===== src/rtl/imm_enc_pkg.sv =====
// Shared types and constants for the immediate encoder.
package imm_enc_pkg;

    localparam logic [2:0] IMM_I = 3'b000;
    localparam logic [2:0] IMM_S = 3'b001;
    localparam logic [2:0] IMM_B = 3'b010;
    localparam logic [2:0] IMM_J = 3'b011;
    localparam logic [2:0] IMM_U = 3'b100;

    localparam logic [1:0] ERR_OK      = 2'b00;
    localparam logic [1:0] ERR_RANGE   = 2'b01;
    localparam logic [1:0] ERR_MISAL   = 2'b10;
    localparam logic [1:0] ERR_ILLEGAL = 2'b11;

    localparam logic [31:0] NOP_INSTR = 32'h0000_0013;

    typedef struct packed {
        logic [2:0]  immsrc;
        logic [31:0] imm;
        logic [31:0] base;
    } enc_req_t;

    typedef struct packed {
        logic [31:0] instr;
        logic        err;
        logic [1:0]  errcode;
    } enc_rsp_t;

    // True when v survives truncation to n bits followed by sign extension,
    // i.e. every bit from n-1 upward is a copy of the sign bit.
    function automatic logic sext_fits(input logic [31:0] v, input int unsigned n);
        logic [31:0] hi;
        hi = $unsigned($signed(v) >>> (n - 1));
        return (hi == '0) || (hi == '1);
    endfunction

endpackage


===== src/rtl/imm_pack.sv =====
// Combinational range/alignment check and immediate field packing.
module imm_pack
    import imm_enc_pkg::*;
(
    input  enc_req_t req,
    output enc_rsp_t rsp
);

    logic [31:0] imm;
    logic [31:0] pk;
    logic        rng_ok;
    logic        misal;
    logic        illegal;
    logic [1:0]  ec;

    assign imm = req.imm;

    // Classify the request: immediate fits its field, is aligned, format legal
    always_comb begin
        rng_ok  = 1'b1;
        misal   = 1'b0;
        illegal = 1'b0;
        case (req.immsrc)
            IMM_I, IMM_S: rng_ok = sext_fits(imm, 12);
            IMM_B: begin
                rng_ok = sext_fits(imm, 13);
                misal  = imm[0];
            end
            IMM_J: begin
                rng_ok = sext_fits(imm, 21);
                misal  = imm[0];
            end
            IMM_U:   rng_ok  = (imm[11:0] == 12'h000);
            default: illegal = 1'b1;
        endcase
    end

    // Scatter immediate bits into the base word; non-immediate fields pass through
    always_comb begin
        pk = req.base;
        case (req.immsrc)
            IMM_I: pk[31:20] = imm[11:0];
            IMM_S: begin
                pk[31:25] = imm[11:5];
                pk[11:7]  = imm[4:0];
            end
            IMM_B: begin
                pk[31]    = imm[12];
                pk[30:25] = imm[10:5];
                pk[11:8]  = imm[4:1];
                pk[7]     = imm[11];
            end
            IMM_J: begin
                pk[31]    = imm[20];
                pk[30:21] = imm[10:1];
                pk[20]    = imm[11];
                pk[19:12] = imm[19:12];
            end
            IMM_U:   pk[31:12] = imm[31:12];
            default: ;
        endcase
    end

    // Prioritise errors and substitute a NOP for any rejected request
    always_comb begin
        ec = ERR_OK;
        if (illegal)      ec = ERR_ILLEGAL;
        else if (misal)   ec = ERR_MISAL;
        else if (!rng_ok) ec = ERR_RANGE;
        rsp.errcode = ec;
        rsp.err     = (ec != ERR_OK);
        rsp.instr   = (ec != ERR_OK) ? NOP_INSTR : pk;
    end

endmodule


===== src/rtl/imm_encoder.sv =====
// Two-stage valid/ready immediate encoder with saturating handshake counters.
module imm_encoder
    import imm_enc_pkg::*;
#(
    parameter int CNT_W = 16
) (
    input  logic             clk,
    input  logic             reset_n,
    input  logic             in_valid,
    output logic             in_ready,
    input  logic [2:0]       in_immsrc,
    input  logic [31:0]      in_imm,
    input  logic [31:0]      in_base,
    output logic             out_valid,
    input  logic             out_ready,
    output logic [31:0]      out_instr,
    output logic             out_err,
    output logic [1:0]       out_errcode,
    input  logic             clr_counts,
    output logic [CNT_W-1:0] enc_count,
    output logic [CNT_W-1:0] err_count
);

    localparam int STAGES = 2;

    logic [STAGES:1] vld_pipe;
    enc_req_t        s1_req;
    enc_rsp_t        pack_rsp;
    logic            adv1;
    logic            adv2;
    logic            hs;

    // A stage may load when it is empty or its contents move on this cycle
    assign adv2      = !vld_pipe[2] || out_ready;
    assign adv1      = !vld_pipe[1] || adv2;
    assign in_ready  = adv1;
    assign out_valid = vld_pipe[2];
    assign hs        = vld_pipe[2] && out_ready;

    imm_pack u_pack (
        .req (s1_req),
        .rsp (pack_rsp)
    );

    // Pipeline registers: S1 captures the request, S2 captures the packed result
    always_ff @(posedge clk or negedge reset_n) begin
        if (!reset_n) begin
            vld_pipe    <= '0;
            s1_req      <= '0;
            out_instr   <= '0;
            out_err     <= 1'b0;
            out_errcode <= ERR_OK;
        end else begin
            if (adv1) begin
                vld_pipe[1] <= in_valid;
                if (in_valid)
                    s1_req <= '{immsrc: in_immsrc, imm: in_imm, base: in_base};
            end
            if (adv2) begin
                vld_pipe[2] <= vld_pipe[1];
                if (vld_pipe[1]) begin
                    out_instr   <= pack_rsp.instr;
                    out_err     <= pack_rsp.err;
                    out_errcode <= pack_rsp.errcode;
                end
            end
        end
    end

    // Saturating handshake counters; a clear beats a same-cycle increment
    always_ff @(posedge clk or negedge reset_n) begin
        if (!reset_n) begin
            enc_count <= '0;
            err_count <= '0;
        end else if (clr_counts) begin
            enc_count <= '0;
            err_count <= '0;
        end else begin
            if (hs && (enc_count != '1))
                enc_count <= enc_count + CNT_W'(1);
            if (hs && out_err && (err_count != '1))
                err_count <= err_count + CNT_W'(1);
        end
    end

endmodule

===== config.mk =====
export PLATFORM = sky130hd
export DESIGN_NAME = imm_encoder
export DESIGN_NICKNAME = d
export VERILOG_FILES = /design/src/rtl/imm_enc_pkg.sv /design/src/rtl/imm_pack.sv /design/src/rtl/imm_encoder.sv
export SDC_FILE = /design/constraint.sdc
export NUM_CORES = 1
export LEC_CHECK = 0
export CORE_MARGIN = 5
export CORE_UTILIZATION = 51
export DETAILED_ROUTE_END_ITERATION = 8
export PLACE_DENSITY_LB_ADDON = 0.25
export SETUP_SLACK_MARGIN = 0.5
export SYNTH_ARGS = -nofsm -noshare
export SYNTH_HDL_FRONTEND = slang
export SYNTH_SLANG_ARGS = --single-unit

===== constraint.sdc =====
create_clock -name clk -period 2.5 [get_ports clk]
set_input_delay 0.75 -clock clk [delete_from_list [all_inputs] [get_ports clk]]
set_output_delay 0.75 -clock clk [all_outputs]
set_load 0.01 [all_outputs]

Yosys cells after proc, flatten, opt, wreduce, memory -nomap -nowiden
Cells that the tools add are included.
W data, S select, Z words.
Operators by class
  bitwise operators: 0
  equal/unequal tests: 9
  add/subtract/negate cells: 2
  divide/modulo/power cells: 0
  reductions and logical operators: 25
  shift-type cells: 0
  $lt $le $gt $ge: 0
  multiplexer cells: 14
  $mul: 0
Operators with widths (count)
  $eq A32 B32 Y1 const B: 3
  $logic_not A32 Y1: 3
  $mux W16: 4
  $add A16 B1 Y16 const B: 2
  $mux W32: 1
  $ne A16 B16 Y1 const B: 2
  $pmux W7 S4: 1
  $pmux W5 S3: 1
  $logic_not A12 Y1: 1
  $pmux W5 S2: 1
  $mux W8: 1
  $eq A3 B2 Y1 const B: 2
  $reduce_bool A2 Y1: 3
  $reduce_or A2 Y1: 3
  $logic_or A1 B1 Y1: 5
  $reduce_or A5 Y1: 1
  $logic_and A1 B1 Y1: 4
  $mux W2: 2
  $pmux W1 S4: 1
  $reduce_and A2 Y1: 2
  $eq A3 B1 Y1 const B: 1
  $eq A3 B3 Y1 const B: 1
  $logic_not A3 Y1: 1
  $logic_not A1 Y1: 2
  $mux W1: 2
Storage, ports and cells
  bits in writable memories: 0
  ROM bits: 0
  output and inout port bits: 69
  bits in latches: 0
  memories kept: 0
  register bits: 136
  word-level logic and storage cells: 60

Logic depth before layout (Yosys ltp)
  word-level depth: 8
  mapped depth: 8
  depth with buffers taken out: 6

Modules after synthesis
Synthesis repeated with hierarchy kept, for this count alone.
Second synthesis, totals
  cells, all modules: 560
  area, all modules: 6576.3 µm²
Modules (own cells, without submodules)
  imm_encoder: times used 1, sequential area each 3403.3 µm², cells an instance 421, area each 5647.9 µm²
  imm_pack: times used 1, sequential area each 0.0 µm², cells an instance 139, area each 928.4 µm²

Worst setup path after synthesis
No wires, ideal clock.
  kind: input to register
  from: input out_ready
  to: register s1_req[10] (netlist name)
  data arrival time: 2.173 ns
  path slack: 0.202 ns
  stages on the path: 5
  cells stage by stage: nand3b_1 nand2_1 clkbuf_1 clkbuf_1 mux2_2
On the way
  longest elaborated chain between the ends: 3
RTL lines
  start: declaration: RTL line imm_encoder.sv:15  | input logic out_ready,
  $logic_or A1 B1 Y1: RTL line imm_encoder.sv:34  | assign adv2 = !vld_pipe[2] || out_ready;
  $logic_or A1 B1 Y1: RTL line imm_encoder.sv:35  | assign adv1 = !vld_pipe[1] || adv2;
  $reduce_and A2 Y1 (no line)
  end signal: assignment: RTL line imm_encoder.sv:57  | s1_req <= '{immsrc: in_immsrc, imm: in_imm, base: in_base};
  end: declaration: RTL line imm_encoder.sv:27  | enc_req_t s1_req;
No other way between the ends.
A chain may end at the register's enable or synchronous reset.

Final worst setup path
  from: register s1_req[60] (netlist name)
  to: register out_instr[13]
On the way
  longest elaborated chain between the ends: 8
  elaborated cells on any way between the ends: 15
  classes of those cells: eq/ne: 3; mux: 5; reduce/logical: 7
RTL lines
  $eq A32 B32 Y1 or $logic_not A32 Y1 (tied branches): RTL line imm_enc_pkg.sv:34  | return (hi == '0) || (hi == '1);
  $logic_or A1 B1 Y1: RTL line imm_enc_pkg.sv:34
  $pmux W1 S4 (*): RTL line imm_pack.sv:23  | case (req.immsrc)
  $mux W1 (*): RTL line imm_pack.sv:69  | else if (!rng_ok) ec = ERR_RANGE;
  $mux W2 (*): RTL line imm_pack.sv:68  | else if (misal) ec = ERR_MISAL;
  $mux W2 (*): RTL line imm_pack.sv:67  | if (illegal) ec = ERR_ILLEGAL;
  $reduce_bool A2 Y1 (*): RTL line imm_pack.sv:72  | rsp.instr = (ec != ERR_OK) ? NOP_INSTR : pk;
  $mux W32 (*): RTL line imm_pack.sv:72
  end signal: assignment: RTL line imm_encoder.sv:62  | out_instr <= pack_rsp.instr;
  end: declaration: RTL line imm_encoder.sv:16  | output logic [31:0] out_instr,
Mark *: on every way between the ends. The rest lies on a longest branch, timed or not.

==> impl_metrics.tcl <==
set metrics [dict create \
    outcome "finished clean" \
    worstPathMaxFanout 5 \
    die_x_um 121 \
    synthCells 520 \
    fill_cells 794 \
    leakage_nw 4.13 \
    htreeDepth 4 \
    dpl.cell_count 798 \
    hpwl_mm 10.8 \
    hold_path_class "input pin to async pin" \
    p_clk_frac 0.400 \
    ir_drop_uv 495 \
    overflow 0 \
    core.rowCount 40 \
    worst_pin_slew_ps 538 \
    fmax_ghz 0.465 \
    final_nets 789 \
    ys_async_sr_fraction 1.00 \
    core_area_mm2 0.0120 \
    p_int_w 0.00511 \
    timing.hold.ws_ps 299 \
    path_class "flop to flop" \
    end_kind "flop" \
    clk_latency_ps 410 \
    ys_ff_latch 136 \
    layout_commonest_cell "dfrtp_1" \
    period_share 0.861 \
    yosys_warnings 0 \
    drt-initial-drc-count 394 \
    clk_pin_slew_worst_paths_ps 60 \
    synth_edf_count 0 \
    grt_max_degree 57 \
    required_ps 2850 \
    wire_per_inst_um 18.5 \
    ys.flop_type "dfrtp_1" \
    syn_area_per_cell_um2 12.0 \
    cts_buffers 17 \
    gp_congestion 0.848 \
    vias 4883 \
    final_cell_mix "dfrtp_1 (127), mux2_2 (80), clkdlybuf4s50_1 (69)" \
    grt_pass1_wl_mm 26.6 \
    total_power_w 0.00688 \
    tritoncts "built" \
    first_pass_iters 4 \
    min_period_ps 2150 \
    drv_cap 0 \
    die_area_mm2 0.0146 \
    post_drt_via_cell_ratio 5.58 \
    share_comb_of_total_power 0.205 \
    synth_seq_area_share 0.545 \
    synth_area_mm2 0.00625 \
    cp-start-kind "flop" \
    cp_data_arrival_time_ps 2500 \
    pwr-share-seq 0.395 \
    grt_antenna_before_repair 0 \
    reg2reg_from "s1_req[60]" \
    clock-root-buffer "clkbuf_16" \
    multi_input_area_mm2 0.00285 \
    cts_sinks 136 \
    grt_pass1_vias 5268 \
    wl_mm 16.2 \
    synthDistinctLibCells 45 \
    route.detailed.drc 0 \
    placed_cell_area_mm2 0.00789 \
    clockBufferDepth 2 \
    io_pins 141 \
    die_y_um 121 \
    p_switching_w 0.00176 \
    grtUsageTotal 0.230 \
    power_density_mw_per_mm2 761 \
    synthesis.nets 594 \
    hold_viol_final 0 \
    antennaDiodeCount 0 \
    port_buffers 140 \
    ff_latch_area_mm2 0.00341 \
    p_sw_frac 0.256 \
    relSlewSlack 0.640 \
    rsz0062_at_grt "true" \
    fin_area_mm2 0.00903 \
    finalSetupViolCount 0 \
    fin_cells 875 \
    detail-route-antenna-nets 0 \
    area_growth_pct 44.5 \
    final_max_slew_viol_count 0 \
    crit_start "s1_req[60]" \
    fin_skew_ps 12.6 \
    drive_gt1_frac 0.313 \
    initial_core_util 0.520 \
]
[metrics by stage]
step | setup slack, ps | util | setup TNS, ps
detailed placement | -139 | 0.657 | -139
global route | 247 | 0.752 | 0
floorplan | 498 | - | 0
global placement | -135 | 0.657 | -135
finish | 348 | 0.752 | 0
CTS | 332 | 0.743 | 0
[synth_stat cells (all sizes together) (2+ instances only)]
library cell / number / area [µm²]
and4: 3 / 26.3
a2111oi: 2 / 17.5
xnor2: 16 / 140
a22oi: 6 / 45.0
or4: 3 / 22.5
xor2: 12 / 105
a221o: 5 / 50.1
mux2: 80 / 901
nor2b: 5 / 31.3
buf: 10 / 76.3
clkbuf: 17 / 63.8
mux2i: 9 / 90.1
or3: 2 / 12.5
a21o: 2 / 15.0
nand3: 16 / 80.1
dfrtp: 136 / 3400
nand2: 14 / 52.6
o21ai: 6 / 30.0
ha: 2 / 25.0
and2: 4 / 25.0
a211oi: 7 / 52.6
and3: 5 / 31.3
a21oi: 16 / 80.1
nor4b: 2 / 17.5
nand4: 15 / 93.8
dlygate4sd1: 2 / 17.5
inv: 5 / 18.8
nor3: 10 / 50.1
nor4: 9 / 56.3
a22o: 29 / 283
a31oi: 2 / 27.5
nor2: 54 / 203
nand2b: 6 / 37.5
[final cells by class]
type,count,area share
well taps,147,0.0204
clock inverters,11,0.0216
flip-flops and latches,136,0.378
clock buffers,21,0.0510
repair buffers,205,0.211
inverters,5,0.00208
multi-input cells,350,0.316
[registers in the layout (all words and copies together) (netlist names)]
| name | flops |
|---|---|
| enc_count | 16 |
| err_count | 16 |
| out_err | 1 |
| out_errcode | 2 |
| out_instr | 32 |
| s1_req | 67 |
| vld_pipe | 2 |
[power by group through the flow]
stage / combinational (W) / clock (W) / sequential, W
3_3_place_gp: 0.00125 / 0 / 0.00275
2_1_floorplan: 0.000658 / 0 / 0.00274
5_1_grt: 0.00153 / 0.00290 / 0.00275
6_report: 0.00141 / 0.00275 / 0.00271
4_1_cts: 0.00139 / 0.00278 / 0.00271
3_5_place_dp: 0.00129 / 0 / 0.00276
[routing by layer]
layer / global-route usage / share of wire
met1: 0.291 / 0.42
met2: 0.394 / 0.52
met3: 0.0529 / 0.046
met4: 0.0708 / 0.017
met5: 0 / 0
[final timing paths]
check | cells past startpoint | slack (ps) | to
min reg2reg | 1 | 490 | out_instr[5]
min in group clk | 1 | 490 | out_instr[5]
max | 7 | 350 | out_instr[13]
max in group asynchronous | 2 | 1540 | err_count[7]
max reg2reg | 7 | 350 | out_instr[13]
min | 1 | 300 | s1_req[6]
[critical path, stage by stage, from the launching register on]
cell and delay, ps:
dfrtp_1 350, nand4_1 170, or4_4 510, a221o_1 380, a31oi_4 270, buf_6 160, buf_6 120, a22o_2 130
[repair_timing]
item | CTS | global route
gates resized for setup | 117 | 17
gates cloned | 3 | 0
setup buffers | 36 | 6
hold buffers | 0 | 0
pin swaps | 8 | 4
endpoints found under the setup margin | 118 | 56
[kinds of logic (layout without fill, tap and decap cells)]
family                   Yosys count  after routing  synth area share
AND/OR/NAND/NOR                  150            150             0.121
AO/OA/AOI/OAI                     81             81             0.105
buffers and inverters             34            242            0.0282
XOR/XNOR                          28             28            0.0392
flip-flops                       136            136             0.545
adder cells (fa/ha/maj)            2              2           0.00400
multiplexers                      89             89             0.159
Note: power is estimated with default switching activity, not from simulation.
